--- src/rtl/lane_serializer.sv ---
// Frame-to-beat serializer: one header beat, then NUM_LANES lane beats, in a direction set per frame.
// Optional parity output enabled by LANE_SERIALIZER_PARITY_EN.
//
// state | meaning
// IDLE  | in_ready high, waiting for a frame
// HDR   | presenting the header byte
// LANE  | presenting lane beat cnt
module lane_serializer #(
  parameter int NUM_LANES = 8,
  parameter int LANE_W    = 42
) (
  input  logic                        clk_i,
  input  logic                        rst_ni,
  input  logic                        in_valid,
  output logic                        in_ready,
  input  logic                        in_foo,
  input  logic [7:0]                  in_bar,
  input  logic [NUM_LANES*LANE_W-1:0] in_baz,
  output logic                        out_valid,
  input  logic                        out_ready,
  output logic [LANE_W-1:0]           out_data,
  output logic                        out_hdr,
  output logic [3:0]                  out_idx,
  output logic                        out_last
`ifdef LANE_SERIALIZER_PARITY_EN
  ,
  output logic                        out_par
`endif
);

  typedef enum logic [1:0] {IDLE, HDR, LANE} state_t;

  localparam logic [3:0] LAST = 4'(NUM_LANES - 1);

  state_t                      state;
  logic [3:0]                  cnt;
  logic [3:0]                  cnt_nxt;
  logic [3:0]                  sel_nxt;
  logic                        foo_q;
  logic [NUM_LANES*LANE_W-1:0] baz_q;
  logic [LANE_W-1:0]           lane_nxt;

  // Outputs are registered, so the mux looks one beat ahead of the current counter.
  always_comb begin
    cnt_nxt  = (state == LANE) ? cnt + 4'd1 : 4'd0;
    sel_nxt  = foo_q ? (LAST - cnt_nxt) : cnt_nxt;
    lane_nxt = baz_q[sel_nxt*LANE_W +: LANE_W];
  end

  always_ff @(posedge clk_i or negedge rst_ni) begin
    if (!rst_ni) begin
      state     <= IDLE;
      cnt       <= 4'd0;
      foo_q     <= 1'b0;
      baz_q     <= '0;
      in_ready  <= 1'b0;
      out_valid <= 1'b0;
      out_data  <= '0;
      out_hdr   <= 1'b0;
      out_idx   <= 4'd0;
      out_last  <= 1'b0;
    end else begin
      case (state)
        IDLE: begin
          if (in_valid && in_ready) begin
            foo_q     <= in_foo;
            baz_q     <= in_baz;
            state     <= HDR;
            in_ready  <= 1'b0;
            out_valid <= 1'b1;
            out_hdr   <= 1'b1;
            out_data  <= LANE_W'(in_bar);
            out_idx   <= 4'd0;
            out_last  <= 1'b0;
          end else begin
            in_ready <= 1'b1;
          end
        end
        HDR, LANE: begin
          if (out_ready) begin
            if (state == LANE && cnt == LAST) begin
              state     <= IDLE;
              cnt       <= 4'd0;
              in_ready  <= 1'b1;
              out_valid <= 1'b0;
              out_data  <= '0;
              out_hdr   <= 1'b0;
              out_idx   <= 4'd0;
              out_last  <= 1'b0;
            end else begin
              state    <= LANE;
              cnt      <= cnt_nxt;
              out_hdr  <= 1'b0;
              out_data <= lane_nxt;
              out_idx  <= sel_nxt;
              out_last <= (cnt_nxt == LAST);
            end
          end
        end
        default: state <= IDLE;
      endcase
    end
  end

`ifdef LANE_SERIALIZER_PARITY_EN
  // out_data is forced to zero whenever out_valid is low, so parity follows automatically.
  assign out_par = ^out_data;
`endif

endmodule

--- config.mk ---
export PLATFORM = sky130hd
export DESIGN_NAME = lane_serializer
export DESIGN_NICKNAME = d
export VERILOG_FILES = /design/src/rtl/lane_serializer.sv
export SDC_FILE = /design/constraint.sdc
export NUM_CORES = 1
export LEC_CHECK = 0
export CAP_MARGIN = 5
export CORE_ASPECT_RATIO = 1.4
export CORE_MARGIN = 5
export CORE_UTILIZATION = 50
export CTS_CLUSTER_DIAMETER = 60
export DETAILED_ROUTE_END_ITERATION = 12
export HOLD_SLACK_MARGIN = 0.15
export PLACE_DENSITY = 0.78
export SYNTH_ARGS = -nofsm -noshare
export SYNTH_HDL_FRONTEND = slang
export SYNTH_SLANG_ARGS = --single-unit
--- constraint.sdc ---
create_clock -name clk_i -period 2.85 [get_ports clk_i]
set_input_delay 0.7125 -clock clk_i [delete_from_list [all_inputs] [get_ports clk_i]]
set_output_delay 0.7125 -clock clk_i [all_outputs]
set_load 0.01 [all_outputs]
# Word-level counts from Yosys, hierarchy flattened

Cells that the tools add are included.

Register bits: 393
Input port bits: 349
Output and inout port bits: 50
Logic and storage cells: 61

Add/sub/neg operators: 2
Multipliers: 1
Equal/unequal tests: 7
Shift operators: 1
Muxes and demuxes: 29
Reduce and logical (&&, ||, !) cells: 11

Operators by type and width:

| kind                  | count |
|---|---|
| $shiftx A336 B11 Y42  | 1 |
| $mux W42              | 3 |
| $pmux W42 S2          | 1 |
| $mux W4               | 6 |
| $mux W1               | 10 |
| $mul A4 B5 Y9 const B | 1 |
| $eq A4 B3 Y1 const B  | 2 |
| $pmux W1 S2           | 4 |
| $pmux W4 S2           | 1 |
| $mux W2               | 3 |
| $ne A2 B2 Y1 const B  | 3 |
| $reduce_and A2 Y1     | 3 |
| $reduce_and A3 Y1     | 2 |
| $add A4 B1 Y4 const B | 1 |
| $pmux W2 S2           | 1 |
| $reduce_and A4 Y1     | 1 |
| $sub A3 B4 Y4 const A | 1 |
| $eq A2 B1 Y1 const B  | 1 |
| $eq A2 B2 Y1 const B  | 1 |
| $logic_and A1 B1 Y1   | 2 |
| $logic_not A2 Y1      | 1 |
| $reduce_bool A2 Y1    | 1 |
| $reduce_or A2 Y1      | 1 |

# Depth between registers and ports, before layout

Gate-level depths: netlist of run 1.

Depth after elaboration: 9
Mapped depth: 10

# Least setup slack after synthesis of run 1

Ideal clock, no wire load.

Path kind: register to register
Start: register cnt[0]
End: register out_data[40]
Library setup time: 132 ps
Arrival: 1980 ps
Required time: 2718 ps
Path slack: 737 ps
Stages on the path, launching flop included: 10
Buffers on the path: 3
Path through: dfrtp_1 -> ha_1 -> buf_2 -> and2_1 -> buf_2 -> nand2_2 -> clkbuf_1 -> o22ai_1 -> a2111oi_0 -> o31ai_1

Word-level cells in the longest chain between the ends: 9
Elaborated cells between the ends (all ways): 11
Classes of those cells: add/sub (2); mul (1); eq/ne (1); shift (1); mux (5); reduce/logical (1)

RTL lines:

| what                     | line | RTL |
|---|---|---|
| start: declaration       | 36   | `logic [3:0] cnt;` |
| start signal: assignment | 92   | `cnt <= cnt_nxt;` |
| $add A4 B1 Y4            | 45   | `cnt_nxt = (state == LANE) ? cnt + 4'd1 : 4'd0;` |
| $mux W4                  | 45   |  |
| $sub A3 B4 Y4            | 46   | `sel_nxt = foo_q ? (LAST - cnt_nxt) : cnt_nxt;` |
| $mux W4                  | 46   |  |
| $mul A4 B5 Y9            | 47   | `lane_nxt = baz_q[sel_nxt*LANE_W +: LANE_W];` |
| $shiftx A336 B11 Y42     | 47   |  |
| $mux W42 *               | 81   | `if (state == LANE && cnt == LAST) begin` |
| $mux W42 *               | 80   | `if (out_ready) begin` |
| $pmux W42 S2 *           | 63   | `case (state)` |
| end signal: assignment   | 72   | `out_data <= LANE_W'(in_bar);` |
| end signal: assignment   | 94   | `out_data <= lane_nxt;` |
| end: declaration         | 21   | `output logic [LANE_W-1:0] out_data,` |

Every way passes the cells marked *; elsewhere a longest branch is shown, timed or not. The select of a mux whose other input is x is not followed.
A chain may end at the register's enable or synchronous reset.

# Final worst setup path of run 1

Start: register foo_q
End: register out_data[32]

Word-level cells in the longest chain between the ends: 6

RTL lines:

| what                     | line | RTL |
|---|---|---|
| start: declaration       | 39   | `logic foo_q;` |
| start signal: assignment | 66   | `foo_q <= in_foo;` |
| $mux W4                  | 46   |  |
| $mul A4 B5 Y9            | 47   |  |
| $shiftx A336 B11 Y42     | 47   |  |
| $mux W42                 | 81   |  |
| $mux W42                 | 80   |  |
| $pmux W42 S2             | 63   |  |

No other way between the ends. The select of a mux whose other input is x is not followed.

==> qor.csv, run 1 <==
stage,metric,value,unit
run_status,result of the run,completed,
drt,drt via density,6.233,
critical_path,category of the worst setup path launch point,flop,
drt,routed via count,16381,
final_layout,"commonest non-fill, non-tap cell in the layout",clkdlybuf4s50_1,
synthesis,mux cell area share after synthesis,27.37,%
placement,I/O Buffers,398,
synthesis,post-synth top area share,48.77,%
critical_path,CP Capture Point,out_data[32]$_DFFE_PN0P_,
final_layout,"commonest cells after routing, fill and taps aside","clkdlybuf4s50_1, dfrtp_1, mux2_2, mux2i_1, o22ai_1",
drt,routed wire length,64870,µm
critical_path,largest delay contributor family on the critical path,buffers and inverters,
sta,achievable frequency,368.1,MHz
power_and_ir_drop,switching share of power,38.79,%
power_and_ir_drop,cell-internal power,19.80,mW
final_layout,growth of design area from synthesis to finish,32.08,%
synthesis,largest family of logic cells by synthesized area,multiplexers,
critical_path,"Largest stage delay, worst path",0.80,ns
final_layout,final core utilization,66.49,%
sta,minimum period implied by the final worst setup slack,2.717,ns
critical_path,critical path depth,6,
final_layout,count of nets after finishing,2403,
floorplan,initial standard-cell utilization of the core,50.34,%
global_route,vias in the first global route,16815,
drt,DRC violation count after routing,0,
sta,period utilisation layout,95.32,%
global_route,pin count of the biggest net entering global routing,78,
drt,number of nets still failing antenna checks after routing,0,
critical_path,count of buffer and inverter cells on the critical path,3,
clock_network,clock latency on the worst-skew pair,0.54,ns
critical_path,reg2reg start,foo_q$_DFFE_PN0P_,
sta,Slew Limit Headroom,33.48,%
global_route,Congestion Overflow GR,0,
sta,measured slew at the worst slew-check pin,0.9979,ns
clock_network,Inserted Clock Buffers,41,
worst_hold_path,class of the tightest hold or removal check,flop to flop,
clock_network,total number of H-tree levels,2,
critical_path,worst reg-to-reg setup slack,0.13,ns
drt,detailed-router iteration count before antenna repair,9,
floorplan,num rows,87,
synthesis,number of flops mapped to enable cells by yosys,0,
final_layout,final-layout fill cell count,3025,
global_route,global-route usage over all layers,27.86,%
clock_network,buffer depth of the longest clock path,3,
critical_path,Crit path top cell by count,buf_4,
floorplan,Chip Width,179.7,µm
global_route,wire length of the first global-routing pass,98790,µm
placement,total half-perimeter wirelength after legalization and detailed placement,45680,µm
power_and_ir_drop,portion of total power attributed to the clock network,17.2,%
floorplan,number of ports placed on the die boundary,399,
power_and_ir_drop,Power Dens Cells,1214,nW/µm²
synthesis,simple-gate portion of the synthesized area,4.771,%
synthesis,adder and majority gate portion of the synthesized area,0.1861,%
final_layout,area used by multi-input combinational logic,9635,µm²
synthesis,mean instance size in the synthesized netlist,12.12,µm²
floorplan,core area,40060,µm²
power_and_ir_drop,maximum vdd ir drop,0.0005134,V
final_layout,sequential cell area in the final layout,9842,µm²
floorplan,die extent in y,247.6,µm
clock_network,cell at the root of the clock tree,clkbuf_16,
critical_path,critical-path cell with the highest stage delay,dfrtp_4,
critical_path,Critical path origin,foo_q$_DFFE_PN0P_,
synthesis,synthesized netlist cell count,1664,
critical_path,Worst R2R End,out_data[32]$_DFFE_PN0P_,
synthesis,synth top area cells,"dfrtp_1, mux2_2, mux2i_1",
synthesis,#FFs+latches synth,393,
synthesis,"Top FF cell, synth",dfrtp_1,
synthesis,"Warnings, synthesis",0,
sta,worst-case clock skew,0.02242,ns
placement,RePlAce Congestion,0.8968,
synthesis,"Seq/Total Area, Yosys",48.77,%
critical_path,cell depth of the worst flop-to-flop path,6,
synthesis,share of flip-flops with an asynchronous set or reset,100.0,%
final_layout,fraction of final layout cells sized beyond drive strength 1,27.21,%
synthesis,number of distinct library cells after synthesis,61,
sta,hold violation count in the final report,0,
synthesis,xor and xnor area share after synthesis,0.3847,%
floorplan,Die Area,44510,µm²
critical_path,start-to-end type of the worst setup path,flop to flop,
placement,worst slack at placement,-0.01359,ns
worst_hold_path,worst hold path stage count,2,
job,maximum capacitance violations,0,
synthesis,cell area after synthesis,20170,µm²
power_and_ir_drop,combinational fraction of design power,49.8,%
sta,unrepaired setup endpoints after global routing,false,
critical_path,worst path required time,3.27,ns
power_and_ir_drop,Leakage Power,10.76,nW
drt,drt first-iter violations,1530,
sta,Setup WS post-layout,0.1333,ns
drt,routed wire length per instance,24.68,µm
synthesis,share of the synthesized area in compound gates (AO/OA/AOI/OAI),14.65,%
clock_network,sink count of the clock tree,393,
critical_path,cells along the critical path,buf_4 -> o22ai_2 -> buf_4 -> a2111oi_0 -> buf_4 -> o31ai_1,
clock_network,Worst-path clk slew,0.06,ns
critical_path,endpoint kind of the worst setup timing path,flop,
global_route,antenna violations before repair,14,
critical_path,biggest fanout along the worst timing path,33,
power_and_ir_drop,switching power,12.54,mW
critical_path,data arrival time of the critical path,3.14,ns
synthesis,cell taking the most area after synthesis,dfrtp_1,
clock_network,clock tree from TritonCTS,done,
synthesis,Post-Synthesis Net Count,2016,
sta,endpoints failing setup,0,
power_and_ir_drop,Sequential Power Share,33.0,%
sta,max-slew violations,0,
[synthesized netlist by cell type (all sizes together) (10+ instances only)]
library cell	n
a21oi	75
a2bb2oi	25
buf	77
nor3b	10
nor3	16
o31ai	50
a2111oi	32
a22oi	33
a222oi	31
or2	16
mux2i	131
nand3	23
o22ai	106
nor2	23
mux2	371
nand2	67
o21ai	10
dfrtp	393
a32oi	16
clkbuf	79
a211oi	10
[through the flow]
step | instance area (µm²) | hold slack [ns] | total power, mW | setup TNS, ns | cells
after floorplan | 20170 | 0.4169 | 20.82 | 0 | 1664
after global placement | 25170 | 0.4616 | 25.79 | 0 | 2539
after detailed placement | 25170 | 0.4649 | 26.45 | -0.01359 | 2539
after CTS | 26580 | 0.4785 | 32.18 | 0 | 2612
after global routing | 26630 | 0.5131 | 34.03 | 0 | 2626
final | 26640 | 0.4785 | 32.34 | 0 | 2628
[cell type report]
cell class | count | share of cell area (%)
multi-input combinational | 1110 | 36.17
clock buffer | 62 | 4.721
antenna | 14 | 0.1315
inverter | 5 | 0.07046
timing repair buffer | 500 | 18.94
clock inverter | 10 | 0.5073
sequential | 393 | 36.95
tap | 534 | 2.508
[worst min path at each step]
stage | startpoint | endpoint | slack, ns
finish | out_data[13]$_DFFE_PN0P_ | out_data[13]$_DFFE_PN0P_ | 0.48
global route | out_idx[1]$_DFFE_PN0P_ | out_idx[1]$_DFFE_PN0P_ | 0.51
CTS | out_data[13]$_DFFE_PN0P_ | out_data[13]$_DFFE_PN0P_ | 0.48
detailed placement | out_data[13]$_DFFE_PN0P_ | out_data[13]$_DFFE_PN0P_ | 0.46
global placement | out_data[13]$_DFFE_PN0P_ | out_data[13]$_DFFE_PN0P_ | 0.46
floorplan | rst_ni | baz_q[0]$_DFFE_PN0P_ | 0.42
[sequential cells by signal, summed over array words and instances, names as in the netlist]
name       cells
out_valid      1
in_ready       1
foo_q          1
out_idx        4
baz_q        336
out_hdr        1
out_last       1
cnt            4
state          2
out_data      42
[cells by family (layout without fill, tap and decap cells)]
kind of cell,after synthesis,count (layout)
flops,393,393
xor+xnor,5,5
fa+ha+maj,3,3
simple gates,187,187
compound gates,412,412
buf+inv,161,577
mux,503,503
other cells,0,14
[repair_timing]
item / in CTS / in global routing
hold endpoints to repair: 40 / 0
setup buffers: 0 / 2
resized for setup: 2 / 6
endpoints found under the setup margin: 3 / 7
hold buffers: 1 / 0
[metal layers]
metal / global-route usage [%] / up-vias / wire [µm]
met5: 0 / - / 19
met4: 13.59 / 4 / 3186
li1: - / 7169 / -
met3: 4.618 / 171 / 4679
met2: 44.60 / 880 / 31140
met1: 37.23 / 8157 / 25850
[tightest hold or removal path, stage by stage, from the launching register on]
cell and delay [ns]:
dfrtp_1 0.34, nand2_1 0.05, o31ai_1 0.05
[power by group through the flow]
| stage | clock network, mW | logic, mW | registers, mW |
|---|---|---|---|
| CTS | 5.64 | 15.9 | 10.6 |
| floorplan | 0 | 10.9 | 9.90 |
| global route | 5.84 | 17.2 | 11.0 |
| detailed placement | 0 | 15.8 | 10.7 |
| finish | 5.56 | 16.1 | 10.7 |
| global placement | 0 | 15.3 | 10.5 |
(Power assumes the default switching activity.)
==> run 2, diff against run 1 <==
- HOLD_SLACK_MARGIN: 0.15 -> unset
==> qor.csv, run 2 (synthesis results as in run 1) <==
stage,metric,value,unit,change
power_and_ir_drop,portion of total power attributed to the clock network,17.2,%,about the same
critical_path,count of buffer and inverter cells on the critical path,3,,unchanged
clock_network,hold buffer count at CTS,0,,was 1
critical_path,critical-path cell with the highest stage delay,dfrtp_4,,unchanged
final_layout,count of nets after finishing,2402,,was 2403
sta,period utilisation layout,95.90,%,was 95.32%
run_status,result of the run,completed,,unchanged
power_and_ir_drop,Leakage Power,10.76,nW,about the same
sta,achievable frequency,365.9,MHz,was 368.1 MHz
final_layout,growth of design area from synthesis to finish,32.04,%,was 32.08%
clock_network,clock latency on the worst-skew pair,0.55,ns,was 0.54 ns
power_and_ir_drop,cell-internal power,19.80,mW,about the same
final_layout,fraction of final layout cells sized beyond drive strength 1,27.22,%,was 27.21%
job,maximum capacitance violations,0,,unchanged
drt,DRC violation count after routing,0,,unchanged
sta,measured slew at the worst slew-check pin,1.001,ns,was 0.9979 ns
final_layout,largest registers in the final layout,"baz_q: 336 flops, out_data: 42 flops",,unchanged
placement,total placed instance area,25170,µm²,unchanged
final_layout,max reg flops,336,,unchanged
global_route,vias in the first global route,16810,,was 16815
clock_network,clock tree from TritonCTS,done,,unchanged
critical_path,biggest fanout along the worst timing path,33,,unchanged
sta,worst-case clock skew,0.02143,ns,was 0.02242 ns
floorplan,Die Area,44510,µm²,unchanged
critical_path,Crit path top cell by count,buf_4,,unchanged
power_and_ir_drop,Power Dens Cells,1216,nW/µm²,was 1214 nW/µm²
critical_path,largest delay contributor family on the critical path,buffers and inverters,,unchanged
final_layout,"commonest non-fill, non-tap cell in the layout",clkdlybuf4s50_1,,unchanged
global_route,Congestion Overflow GR,0,,unchanged
critical_path,"Largest stage delay, worst path",0.80,ns,about the same
floorplan,initial standard-cell utilization of the core,50.34,%,unchanged
placement,I/O Buffers,398,,unchanged
critical_path,worst reg-to-reg setup slack,0.12,ns,was 0.13 ns
drt,routed wire length per instance,24.69,µm,was 24.68 µm
drt,drt first-iter violations,1453,,was 1530
sta,Slew Limit Headroom,33.25,%,was 33.48%
clock_network,Worst-path clk slew,0.06,ns,about the same
floorplan,core area,40060,µm²,unchanged
floorplan,number of ports placed on the die boundary,399,,unchanged
sta,max-slew violations,0,,unchanged
floorplan,Chip Width,179.7,µm,unchanged
sta,aggregate negative setup slack,0,ns,unchanged
worst_hold_path,class of the tightest hold or removal check,input port to asynchronous set/reset pin,,was flop to flop
drt,number of nets still failing antenna checks after routing,0,,unchanged
global_route,pin count of the biggest net entering global routing,78,,unchanged
final_layout,total non-filler cell area in the finished layout,26630,µm²,was 26640 µm²
clock_network,total number of H-tree levels,2,,unchanged
drt,detailed-router iteration count before antenna repair,11,,was 9
sta,unrepaired setup endpoints after global routing,false,,unchanged
power_and_ir_drop,"sum of internal, switching and leakage power",32.37,mW,was 32.34 mW
power_and_ir_drop,Sequential Power Share,33.0,%,about the same
placement,total half-perimeter wirelength after legalization and detailed placement,45680,µm,unchanged
power_and_ir_drop,switching share of power,38.85,%,was 38.79%
clock_network,Inserted Clock Buffers,41,,unchanged
critical_path,endpoint kind of the worst setup timing path,flop,,unchanged
critical_path,data arrival time of the critical path,3.16,ns,was 3.14 ns
floorplan,num rows,87,,unchanged
placement,RePlAce Congestion,0.8968,,unchanged
drt,routed via count,16472,,was 16381
clock_network,sink count of the clock tree,393,,unchanged
floorplan,die extent in y,247.6,µm,unchanged
power_and_ir_drop,maximum vdd ir drop,0.0005136,V,was 0.0005134 V
power_and_ir_drop,switching power,12.58,mW,was 12.54 mW
sta,hold violation count in the final report,0,,unchanged
final_layout,final-layout fill cell count,3025,,unchanged
critical_path,worst path required time,3.28,ns,was 3.27 ns
critical_path,start-to-end type of the worst setup path,flop to flop,,unchanged
sta,endpoints failing setup,0,,unchanged
clock_network,buffer depth of the longest clock path,3,,unchanged
critical_path,category of the worst setup path launch point,flop,,unchanged
global_route,antenna violations before repair,14,,unchanged
critical_path,cells along the critical path,buf_4 -> o22ai_2 -> buf_4 -> a2111oi_0 -> buf_4 -> o31ai_1,,unchanged
global_route,global-route usage over all layers,27.86,%,about the same
drt,routed wire length,64890,µm,was 64870 µm
final_layout,Top reg by flops,baz_q,,unchanged
power_and_ir_drop,combinational fraction of design power,49.8,%,about the same
clock_network,cell at the root of the clock tree,clkbuf_16,,unchanged
sta,minimum period implied by the final worst setup slack,2.733,ns,was 2.717 ns
global_route,wire length of the first global-routing pass,98770,µm,was 98790 µm
drt,drt via density,6.268,,was 6.233
final_layout,"commonest cells after routing, fill and taps aside","clkdlybuf4s50_1, dfrtp_1, mux2_2, mux2i_1, o22ai_1",,unchanged
final_layout,final core utilization,66.48,%,was 66.49%
==> run 2: final timing paths <==
| path | start | end | cells after the start |
|---|---|---|---|
| hold reg to reg | out_data[13]$_DFFE_PN0P_ | out_data[13]$_DFFE_PN0P_ | 2 |
| setup / recovery | foo_q$_DFFE_PN0P_ | out_data[32]$_DFFE_PN0P_ | 6 |
| min in group clk_i | out_data[13]$_DFFE_PN0P_ | out_data[13]$_DFFE_PN0P_ | 2 |
| setup reg to reg | foo_q$_DFFE_PN0P_ | out_data[32]$_DFFE_PN0P_ | 6 |
| hold / removal | rst_ni | baz_q[102]$_DFFE_PN0P_ | 1 |
| max in group asynchronous | rst_ni | baz_q[178]$_DFFE_PN0P_ | 2 |
==> run 2: routing by layer <==
layer  vias to the layer above  wire [µm]  global-route usage (%)
met5                         -         19                       0
met4                         4       3255                   13.59
met3                       181       4867                   4.618
met2                       902      31140                   44.60
met1                      8208      25610                   37.22
li1                       7177          -                       -
==> run 2: through the flow <==
stage | hold slack, ns | instances | worst slack [ns]
2_1_floorplan | 0.4169 | 1664 | 0.7371
3_3_place_gp | 0.4616 | 2539 | 0.01100
3_5_place_dp | 0.4649 | 2539 | -0.01359
4_1_cts | 0.09001 | 2611 | 0.02973
5_1_grt | 0.09988 | 2625 | 0.007309
6_report | 0.07948 | 2628 | 0.1167
==> run 2: layout make-up <==
type                    count  area, µm²  area share, %
diodes                     15      37.54         0.1410
clock buffers              62       1257          4.722
clock inverters            10      135.1         0.5074
inverters                   5      18.77        0.07048
multi-input cells        1110       9635          36.18
flip-flops and latches    393       9842          36.96
well taps                 534      668.1          2.509
repair buffers            499       5035          18.91
==> run 2: timing repair <==
action,CTS,global route
resized for setup,2,6
hold endpoints to repair,0,0
setup endpoints to repair,3,7
setup buffers,0,2
cloned,0,0
==> run 2: power by group through the flow <==
stage | clock [mW] | combinational, mW | sequential, mW
2_1_floorplan | 0 | 10.9 | 9.90
3_3_place_gp | 0 | 15.3 | 10.5
3_5_place_dp | 0 | 15.8 | 10.7
4_1_cts | 5.64 | 15.9 | 10.6
5_1_grt | 5.84 | 17.2 | 11.0
6_report | 5.57 | 16.1 | 10.7
